--- config.mk ---
export PLATFORM = sky130hd
export DESIGN_NAME = inst_buffer
export DESIGN_NICKNAME = d
export VERILOG_FILES = /design/src/rtl/inst_buffer_pkg.sv /design/src/rtl/inst_buffer.sv
export SDC_FILE = /design/constraint.sdc
export NUM_CORES = 1
export LEC_CHECK = 0
export CORE_AREA = 2 2 288 361
export CTS_CLUSTER_DIAMETER = 150
export DETAILED_ROUTE_END_ITERATION = 7
export DIE_AREA = 0 0 290 363
export PLACE_DENSITY = 0.49
export SLEW_MARGIN = 20
export SYNTH_ARGS = -nofsm -noshare
export SYNTH_HDL_FRONTEND = slang
export SYNTH_SLANG_ARGS = --single-unit
--- constraint.sdc ---
create_clock -name clock -period 15.2 [get_ports clock]
set_input_delay 3.04 -clock clock [delete_from_list [all_inputs] [get_ports clock]]
set_output_delay 3.04 -clock clock [all_outputs]
set_load 0.01 [all_outputs]
--- src/rtl/inst_buffer_pkg.sv ---
// Shared types and constants for the fetch-to-dispatch instruction buffer.
// Holds the fetch/decode packet layout, the NOP encoding, the default buffer
// depth and the idle packet presented whenever the buffer has nothing to offer.
package inst_buffer_pkg;

    // Default entry count of the instruction buffer (power of two, >= 2).
    localparam int IBUF_DEPTH = 8;

    // Canonical no-op instruction (addi x0, x0, 0).
    localparam logic [31:0] NOP = 32'h0000_0013;

    // Packet handed from fetch to dispatch; valid qualifies the whole packet.
    typedef struct packed {
        logic [31:0] inst;
        logic [31:0] PC;
        logic [31:0] NPC;
        logic        valid;
    } IF_ID_PACKET;

    // Bubble shown to dispatch when the buffer is empty or being flushed.
    localparam IF_ID_PACKET IDLE_PACKET = '{
        inst:  NOP,
        PC:    32'h0,
        NPC:   32'h0,
        valid: 1'b0
    };

endpackage

--- src/rtl/inst_buffer.sv ---
// inst_buffer: in-order decoupling FIFO between fetch and dispatch.
// Fetch pushes one packet per cycle until the buffer is full; dispatch sees the
// oldest packet combinationally and pops it whenever it is not stalled. A
// branch-mispredict rollback empties the buffer in one edge and hides the head
// during the rollback cycle itself.
//
// Handshake: fetch's packet is taken at an edge iff fetch_packet.valid is high,
// ibuf_full is low and rollback is low (ibuf_full ignores a same-cycle pop, so
// a full buffer refuses fetch even while draining). The head is consumed at an
// edge iff if_id_packet.valid is high and dispatch_stall is low.
module inst_buffer
    import inst_buffer_pkg::*;
#(
    parameter int DEPTH = IBUF_DEPTH
) (
    input  logic                     clock,
    input  logic                     reset,
    input  IF_ID_PACKET              fetch_packet,
    input  logic                     dispatch_stall,
    input  logic                     rollback,
    output IF_ID_PACKET              if_id_packet,
    output logic                     ibuf_full,
    output logic                     ibuf_empty,
    output logic [$clog2(DEPTH):0]   ibuf_count
);

    localparam int PTR_W = $clog2(DEPTH);
    localparam int CNT_W = PTR_W + 1;

    // Storage and pointer state; pointers wrap naturally since DEPTH is 2^PTR_W.
    IF_ID_PACKET        entries_q [DEPTH];
    logic [PTR_W-1:0]   head_q, head_d;
    logic [PTR_W-1:0]   tail_q, tail_d;
    logic [CNT_W-1:0]   count_q, count_d;

    logic               enq;
    logic               deq;
    logic               full;
    logic               empty;

    // Occupancy flags come straight from the count so wrap cannot alias them.
    always_comb begin
        full  = (count_q == CNT_W'(DEPTH));
        empty = (count_q == '0);
    end

    // Push/pop qualification; rollback suppresses both.
    always_comb begin
        enq = fetch_packet.valid && !full && !rollback;
        deq = !empty && !dispatch_stall && !rollback;
    end

    // Next pointer and count values; rollback collapses everything to zero.
    always_comb begin
        head_d  = head_q;
        tail_d  = tail_q;
        count_d = count_q;
        if (rollback) begin
            head_d  = '0;
            tail_d  = '0;
            count_d = '0;
        end else begin
            if (enq) begin
                tail_d = tail_q + PTR_W'(1);
            end
            if (deq) begin
                head_d = head_q + PTR_W'(1);
            end
            case ({enq, deq})
                2'b10:   count_d = count_q + CNT_W'(1);
                2'b01:   count_d = count_q - CNT_W'(1);
                default: count_d = count_q;
            endcase
        end
    end

    // Pointer/count registers; reset wins over rollback and traffic.
    always_ff @(posedge clock) begin
        if (reset) begin
            head_q  <= '0;
            tail_q  <= '0;
            count_q <= '0;
        end else begin
            head_q  <= head_d;
            tail_q  <= tail_d;
            count_q <= count_d;
        end
    end

    // Entry write at the tail; stored packets are always marked valid.
    always_ff @(posedge clock) begin
        if (enq && !reset) begin
            entries_q[tail_q]       <= fetch_packet;
            entries_q[tail_q].valid <= 1'b1;
        end
    end

    // Head presentation; idle bubble when empty or flushing.
    always_comb begin
        if (!empty && !rollback) begin
            if_id_packet = entries_q[head_q];
        end else begin
            if_id_packet = IDLE_PACKET;
        end
    end

    assign ibuf_full  = full;
    assign ibuf_empty = empty;
    assign ibuf_count = count_q;

endmodule

## Word-level counts from Yosys, hierarchy flattened

Memories as Yosys holds them, arrays and structs flattened. A register that Yosys moved wholly into a read port is not among the register bits.
Index checks and enable logic that the tools add are counted.
Widths: inputs -> output; s select.

- Register bits: 10
- Bits in writable memories: 776
- Bits of input ports: 101
- Logic and storage cells: 33
- Memories kept: 1

Memory list:

| name | depth | width | rd ports | clocked after Yosys merged registers in | wr ports | RTL line | text |
|---|---|---|---|---|---|---|---|
| entries_q | 8 | 97 | 1 | 1 | 1 | inst_buffer.sv:31 | `IF_ID_PACKET entries_q [DEPTH];` |

- Add/sub/neg operators: 4
- Equal/unequal tests: 3
- Mux-type cells: 7
- Bitwise operators: 1
- Reduce and logical (&&, ||, !) cells: 14

Operator list:

| operator | number |
|---|---|
| $mux 97 | 1 |
| $pmux 4 s2 | 1 |
| $add 3x1->3 const B | 2 |
| $logic_and 1x1->1 | 6 |
| $mux 3 | 2 |
| $logic_not 1->1 | 5 |
| $add 4x1->4 const B | 1 |
| $eq 4x4->1 const B | 1 |
| $logic_not 4->1 | 1 |
| $sub 4x1->4 const B | 1 |
| $mux 1 | 3 |
| $eq 2x1->1 const B | 1 |
| $eq 2x2->1 const B | 1 |
| $reduce_bool 2->1 | 1 |
| $reduce_or 2->1 | 1 |
| $or 1x1->1 | 1 |

## Depth between registers and ports, before layout

Gate-level depths: netlist of run 1.

- Depth in word-level cells: 8
- Mapped depth: 10
- Depth with buffers taken out: 10

## Worst setup path after synthesis of run 1

OpenSTA, ideal clock, no wires.

- Path type: input to register
- From: in rollback
- To: mem entries_q[0][0] in the netlist's numbering, enable pin
- Arrival: 13.276 ns
- Path slack: 1.100 ns
- Stages on the path: 3
- Path buffers: 0
- Cells stage by stage: nor3b_2 > inv_2 > nor4b_1

- Word-level cells in the longest chain between the ends: 6

RTL lines:

| item | RTL line | text |
|---|---|---|
| start, declared | inst_buffer.sv:20 | `input logic rollback,` |
| $logic_not 1->1 | inst_buffer.sv:49 | `enq = fetch_packet.valid && !full && !rollback;` |
| $logic_and 1x1->1 | inst_buffer.sv:49 |  |
| $logic_and 1x1->1 | inst_buffer.sv:92 | `if (enq && !reset) begin` |
| $mux 1 | inst_buffer.sv:92 |  |
| $mux 1 (implied by the code) | inst_buffer.sv:93, inst_buffer.sv:94 |  |
| $or 1x1->1 (no line) | -- |  |
| end, declared | inst_buffer.sv:31 |  |

Every way passes these cells.

==> results.toml, run 1 <==
[status]
status = "finished clean"

[clocking]
clock_latency_ns = 0.62
postCtsResizedCells = 0
cts_max_level = 3
cts_hold_buf = 0
cts_tree = "done"
cts_made_buffers = 83
cts_setup_buffers = 0
cts_sinks = 789
clockBufferDepth = 3
clockRootBuffer = "clkbuf_16"
clk_pin_slew_ns = 0.06

[setup_path]
required_ns = 12.16
path_class = "in2out"
reg2reg_depth = 6
cp.arrival_ns = 5.71
critPathLaunchType = "input port"
path_max_fanout = 53
end_kind = "primary output"

[synth]
synth_ff_type = "edfxtp_1"
ys_seq_elements = 789
synth_cell_types = 37
async_reset_ff_share_pct = 0
synth_compound_area_share_pct = 0.165
synth.cells.most_frequent = "776 x edfxtp_1, 194 x mux4_2, 113 x nor2_1, 97 x mux2i_1, 30 x buf_2"
syn_area_mm2 = 0.0303
syn-num-nets = 1422
yosysMostFrequentCell = "edfxtp_1"
ys_seq_area_share_pct = 77.7
yosys.area_share.adder_pct = 0.272
synth-xor-area-share_pct = 0.173
synth-edff-count = 776
synthSimpleGateAreaFrac_pct = 2.02
synth.area.mux_share_pct = 17.6
syn_avg_cell_area_um2 = 23.0
synth_area_leaders = "edfxtp_1 77%, mux4_2 14%, mux2i_1 3.2%, nor2_1 1.4%, buf_12 0.86%"
yosys_warnings = 0
synth_top_family_by_area = "multiplexers"
synth_top_area_share_pct = 76.9
yosysTopAreaCell = "edfxtp_1"
netlist_instances = 1315

[sta]
finalSetupViolCount = 0
rsz0062_at_grt = "false"
skew_ns = 0.0217
layout_setup_ws_ns = 6.45
slew_headroom_pct = 30.7
fin_setup_tns_ns = 0
max_freq_ghz = 0.114
slew_violations = 0
worstMarginPinSlew_ns = 1.04
finalCritPeriodShare_pct = 57.6
final_hold_viol_count = 0
period_minus_slack_ns = 8.75
hold_ws_ns = 0.512

[global_route]
grt_pass1_wl_um = 101000
grt_max_degree = 91
first_global_vias = 15100
grt.total_usage_pct = 13.0
grt-ovfl-total = 0
antenna_found_initial = 9

[floorplanning]
core_mm2 = 0.102
ioPinCount = 204
die_area_mm2 = 0.105
dieHeight_um = 363
start_util_pct = 29.8
die_x_um = 290
row_count = 131

[layout]
diodes = 0
n_fill_cell = 9350
drive_gt1_share_pct = 21.5
syn2layout_area_growth_pct = 19.9
final_util_pct = 35.7
nets = 1668

[power]
switching_share_pct = 19.7
intPower_w = 0.00359
switchingPower_w = 0.000881
p_leak_nw = 10.7
p_comb_share_pct = 2.4
total_power_w = 0.00447
p_per_area_mw_per_mm2 = 123
seqPwrFrac_pct = 53.8
p_clk_share_pct = 43.8
irDropWorstVdd_mv = 0.0713

[place]
place_congestion = 0.668
numPortBuffers = 203
pre_cts_slack_ns = 6.33
place_hpwl_um = 36500

[routing]
drtPass1Iterations = 5
drt-wirelength-per-cell_um = 23.3
vias_per_cell = 4.65
dr.first_iter.drc_count = 867
routed_wl_um = 68700
vias = 13700
drcViolationCount = 0
ant_nets = 0

[hold_path]
worstHoldPathCells = 2
hp-class = "reg2reg"

[run]
cap_violations = 0
## kinds of logic (layout without fill, tap and decap cells)
family	Yosys count	in the layout
adders and majority gates	6	6
DFF	789	789
and+or+nand+nor	140	140
buffers and inverters	74	382
xor gates and xnor gates	6	6
AOI/OAI and AO/OA	9	9
muxes	291	291
## worst max-delay path, cell delays in order
cell and delay [ns]:
clkdlybuf4s50_1 0.64, or2_4 0.74, buf_4 0.61, nor2_1 0.12, clkdlybuf4s50_1 0.52
## power by group through the flow
| stage | combinational [W] | sequential (W) | clock (W) |
|---|---|---|---|
| after floorplan | 0.0000350 | 0.00245 | 0 |
| after global routing | 0.000115 | 0.00240 | 0.00210 |
| final | 0.000105 | 0.00240 | 0.00196 |
| after global placement | 0.000104 | 0.00245 | 0 |
| after CTS | 0.000108 | 0.00240 | 0.00202 |
| after detailed placement | 0.000108 | 0.00245 | 0 |
## per-layer routing
layer	global-route usage, %	wire [um]
met5	0	128
met4	3.69	1300
met3	2.84	3200
met2	22.6	35100
met1	16.5	29000
## state kept, by name (all words and copies together), names as in the netlist, named ones only
name        count
head_q          3
ibuf_count      4
entries_q     776
tail_q          3
## metrics by stage
stage                     cells  instance area [um2]
after floorplan            1315                30300
after detailed placement   2806                33700
final                      2953                36300
after global routing       2953                36300
after CTS                  2953                36300
after global placement     2806                33700
## final timing paths
| kind | slack (ns) | end | from |
|---|---|---|---|
| max | 6.45 | if_id_packet[38] | rollback |
| min | 0.51 | flop | head_q[1]$_SDFFE_PP0P_ |
| max reg2reg | 11.88 | entries_q[0][1]$_DFFE_PP_ | ibuf_count[0]$_SDFFE_PP0P_ |
| min reg2reg | 0.51 | flop | head_q[1]$_SDFFE_PP0P_ |
## area by class of cell
type                       count  area (um2)  area share (%)
sequential                   789       23600            64.9
multi-input combinational    452        6190            17.0
timing repair buffer         231        2270            6.25
clock buffer                 106        2230            6.13
tap                         1330        1660            4.58
clock inverter                41         385            1.06
inverter                       4        15.0          0.0413
## cells in the final DEF, fill, tap and decap left out, types with 2 or more instances in the layout
master           netlist  routed
edfxtp_1             776     776
clkinv_4               0       3
clkinv_1               0      18
inv_1                  3       3
clkinvlp_4             0       3
mux4_2               194     194
bufinv_16              0       6
nor4b_2                1       2
xnor2_1                4       4
nor2_4                 0       3
o21ai_1                2       2
mux2i_1               97      97
nor2_1               113     110
nor3_2                 1       2
clkdlybuf4s50_1        0     203
buf_4                  8      25
dfxtp_4                0       3
xor2_1                 2       2
a21oi_1                5       5
and3_4                 0       2
clkinv_2               0       7
clkbuf_16              0      86
buf_12                13       2
clkbuf_1               9      20
nand2_1               10      10
inv_6                  0       2
dfxtp_1               13      10
ha_1                   5       5
Note: power is estimated with default switching activity, not from simulation.
==> run 2: changes to the inputs <==
- clock period: 15.2 -> 8.3 ns (I/O delays scaled with it)
==> run 2 against run 1 <==
Compared with the run above: via count down 0.20%; clock-buffer cell count up 1; wire length down 1.9%; sequential power up 83%.
==> results.toml, run 2 (synthesized netlist as in run 1, its figures left out) <==
[power]
irDropWorstVdd_mv = 0.125
p_leak_nw = 10.7
total_power_w = 0.00815
p_per_area_mw_per_mm2 = 224

[global_route]
antenna_found_initial = 7
use_met3_pct = 2.68
top_usage_layer = "met2"
grt_max_degree = 98
grt.total_usage_pct = 12.9
met1_usage_pct = 16.0
grt_pass1_wl_um = 101000
first_global_vias = 15300
grtUsageMet2_pct = 22.8
grt-ovfl-total = 0

[sta]
worstMarginPinSlew_ns = 0.983
period_minus_slack_ns = 5.84
final_hold_viol_count = 0
skew_ns = 0.0213
fin_setup_tns_ns = 0
slew_headroom_pct = 34.5
finalCritPeriodShare_pct = 70.3
rsz0062_at_grt = "false"
finalSetupViolCount = 0
max_freq_ghz = 0.171
slew_violations = 0
layout_setup_ws_ns = 2.46
hold_ws_ns = 0.501

[clocking]
cts_setup_buffers = 0
clockBufferDepth = 3
cts_tree = "done"
cts_made_buffers = 83
cts_sinks = 789
cts_hold_buf = 0
clockRootBuffer = "clkbuf_16"
clk_pin_slew_ns = 0.06
postCtsResizedCells = 0
cts_max_level = 3
clock_latency_ns = 0.61

[setup_path]
crit_path_cell_trace = "clkdlybuf4s50_1, or2_4, buf_4, nor2_1, clkdlybuf4s50_1"
path_max_fanout = 52
crit_top_cell = "clkdlybuf4s50_1"
cp.arrival_ns = 4.18
path_class = "in2out"
critPathLaunchType = "input port"
end_kind = "primary output"
cp_slowest_cell = "clkdlybuf4s50_1"
crit_buf_inv = 3
critPathTopFamily = "buffers and inverters"
required_ns = 6.64
critPathMaxStageDelay_ns = 0.64

[routing]
vias_per_cell = 4.65
vias = 13700
dr.first_iter.drc_count = 787
ant_nets = 0
drcViolationCount = 0
drt-wirelength-per-cell_um = 22.9
drtPass1Iterations = 5
routed_wl_um = 67400

[layout]
syn2layout_area_growth_pct = 19.9
largest_reg_flops = 776
final_cell_mix = "776 x edfxtp_1, 203 x clkdlybuf4s50_1, 194 x mux4_2"
top_register = "entries_q"
post-route-cell-area_mm2 = 0.0363
n_fill_cell = 9362
nets = 1665
final_common_cell = "edfxtp_1"
drive_gt1_share_pct = 21.5

[place]
numPortBuffers = 203
place_congestion = 0.656
place_hpwl_um = 36000
pre_cts_slack_ns = 2.37
placed_area_mm2 = 0.0338

[floorplanning]
die_x_um = 290
die_area_mm2 = 0.105
core_mm2 = 0.102
dieHeight_um = 363
row_count = 131
start_util_pct = 29.8
ioPinCount = 204

[run]
cap_violations = 0

[hold_path]
hp-class = "reg2reg"

[status]
status = "finished clean"
## run 2: layer usage
metal | part of all wire, % | routed length, um | up-vias
li1 | - | - | 5960
met1 | 42 | 28200 | 7363
met2 | 52 | 34900 | 265
met3 | 4.3 | 2890 | 99
met4 | 2.0 | 1340 | 10
met5 | 0.086 | 58 | -
## run 2: per-stage QoR
step | cells | util (%)
after floorplan | 1315 | -
after global placement | 2803 | 33.2
after detailed placement | 2803 | 33.2
after CTS | 2942 | 35.7
after global routing | 2944 | 35.7
final | 2944 | 35.7
## run 2: path summary, 6_finish.rpt
path,slack (ns),start,endpoint,cells past startpoint
max,2.46,rollback,if_id_packet[43],5
min,0.50,head_q[1]$_SDFFE_PP0P_,flop,2
max reg2reg,5.25,ibuf_count[0]$_SDFFE_PP0P_,entries_q[2][40]$_DFFE_PP_,6
min reg2reg,0.50,head_q[1]$_SDFFE_PP0P_,flop,2
## run 2: layout make-up
| class | count | area [um2] | area share (%) |
|---|---|---|---|
| Timing Repair Buffer | 228 | 2290 | 6.31 |
| Antenna cell | 2 | 5.00 | 0.0138 |
| Tap cell | 1330 | 1660 | 4.58 |
| Multi-Input combinational cell | 452 | 6210 | 17.1 |
| Inverter | 4 | 15.0 | 0.0413 |
| Clock buffer | 107 | 2250 | 6.20 |
| Clock inverter | 32 | 320 | 0.881 |
| Sequential cell | 789 | 23600 | 64.9 |
## run 2: worst min-delay path, cell delays in order (launching register included)
cell and delay, ns:
dfxtp_1 0.31, o21ai_1 0.07, a21oi_1 0.08
## run 2: power breakdown
group	internal, W	leakage, nW	total, W	switching [W]
registers	0.00440	7.10	0.00440	0.00000610
logic	0.0000883	2.33	0.000192	0.000104
clock network	0.00209	1.26	0.00355	0.00146
total	0.00657	10.7	0.00815	0.00157
==> run 3: changes to the inputs <==
- clock period: 8.3 -> 5.6 ns (I/O delays scaled with it)
==> run 3 against run 2 <==
Compared with the run above: clock-buffer cell count decreased by 4; sequential cell count unchanged; power increased by 50%; critical endpoint is now if_id_packet[95].
==> results.toml, run 3 (synthesized netlist as in run 1, its figures left out) <==
[routing]
routed_wl_um = 68500
dr.first_iter.drc_count = 777
drt-wirelength-per-cell_um = 23.1
drcViolationCount = 0
ant_nets = 0
vias_per_cell = 4.63
vias = 13700
drtPass1Iterations = 4

[floorplanning]
die_area_mm2 = 0.105
ioPinCount = 204
dieHeight_um = 363
core_mm2 = 0.102
die_x_um = 290
row_count = 131
start_util_pct = 29.8

[global_route]
grtUsageMet2_pct = 22.8
grt.total_usage_pct = 13.0
grt_max_degree = 59
first_global_vias = 15100
met1_usage_pct = 16.2
grt-ovfl-total = 0
antenna_found_initial = 6
top_usage_layer = "met2"
grt_pass1_wl_um = 101000
use_met3_pct = 2.50

[clocking]
postCtsResizedCells = 0
cts_made_buffers = 83
clock_latency_ns = 0.64
clk_pin_slew_ns = 0.06
cts_hold_buf = 0
cts_tree = "done"
cts_setup_buffers = 0
cts_sinks = 789
clockRootBuffer = "clkbuf_16"
clockBufferDepth = 3
cts_max_level = 3

[setup_path]
critPathLaunchType = "flop"
path_class = "reg2out"
path_max_fanout = 35
required_ns = 4.48
end_kind = "primary output"
cp.arrival_ns = 3.60

[layout]
drive_gt1_share_pct = 22.1
top_register = "entries_q"
final_common_cell = "edfxtp_1"
fin_cells = 2963
syn2layout_area_growth_pct = 20.8
final_cell_mix = "776 x edfxtp_1, 203 x clkdlybuf4s50_1, 194 x mux4_2"
largest_reg_flops = 776
post-route-cell-area_mm2 = 0.0366
nets = 1669

[sta]
rsz0062_at_grt = "false"
finalSetupViolCount = 0
period_minus_slack_ns = 4.72
slew_headroom_pct = 34.0
finalCritPeriodShare_pct = 84.2
skew_ns = 0.0156
slew_violations = 0
final_hold_viol_count = 0
worstMarginPinSlew_ns = 0.991
max_freq_ghz = 0.212

[place]
place_congestion = 0.653
numPortBuffers = 203
dp.cells = 2807
placed_area_mm2 = 0.0339
place_hpwl_um = 36200

[power]
p_per_area_mw_per_mm2 = 333
irDropWorstVdd_mv = 0.231
p_leak_nw = 10.8
total_power_w = 0.0122

[run]
cap_violations = 0

[status]
status = "finished clean"

[hold_path]
hp-class = "reg2reg"
-- run 3: cell types whose count changed in the layout (fill, tap and decap cells not counted), sizes merged --
cell and delta:
buf +4, bufinv -1, clkbuf -4, clkinv +14, clkinvlp +1, diode -1
inv +6
-- run 3: path summary, 6_finish.rpt --
| path | start | to | slack (ns) | cells after the start |
|---|---|---|---|---|
| worst min register to register | head_q[1]$_SDFFE_PP0P_ | flop | 0.50 | 2 |
| worst max-delay path | flop | if_id_packet[95] | 0.88 | 5 |
| worst min-delay path | head_q[1]$_SDFFE_PP0P_ | flop | 0.50 | 2 |
| worst max register to register | ibuf_count[1]$_SDFFE_PP0P_ | entries_q[4][52]$_DFFE_PP_ | 2.88 | 6 |
-- run 3: worst max-delay path, cell delays in order (launching register included) --
cell and delay, ns:
dfxtp_4 0.87, buf_4 0.63, mux4_2 0.58, mux2i_1 0.32, nor2_1 0.07, clkdlybuf4s50_1 0.48
-- run 3: area by class of cell --
type                       instances  area [um2]
multi-input combinational        452        6210
sequential                       789       23600
antenna                            1        2.50
inverter                           4        15.0
fill                            9370       65200
clock buffer                     103        2220
timing repair buffer             232        2470
tap                             1330        1660
clock inverter                    52         443
-- run 3: layer usage --
metal / share of wire, % / vias to the layer above
met5: 0.096 / -
met1: 43 / 7373
met3: 3.8 / 99
met2: 51 / 254
li1: - / 5976
met4: 1.9 / 10
-- run 3: report_power, final --
part,internal (W),switching (W)
Clock,0.00308,0.00229
Combinational,0.000133,0.000155
Sequential,0.00651,0.00000920
Total,0.00972,0.00246
-- run 3: through the flow --
step	TNS, ns	setup WS, ns	hold WS, ns	utilization [%]
after CTS	0	0.669	0.497	36.0
after global placement	0	1.07	0.506	33.3
after floorplan	-179.17	-1.72	0.477	-
after detailed placement	0	1.01	0.488	33.3
after global routing	0	0.622	0.536	36.0
final	0	0.884	0.496	36.0
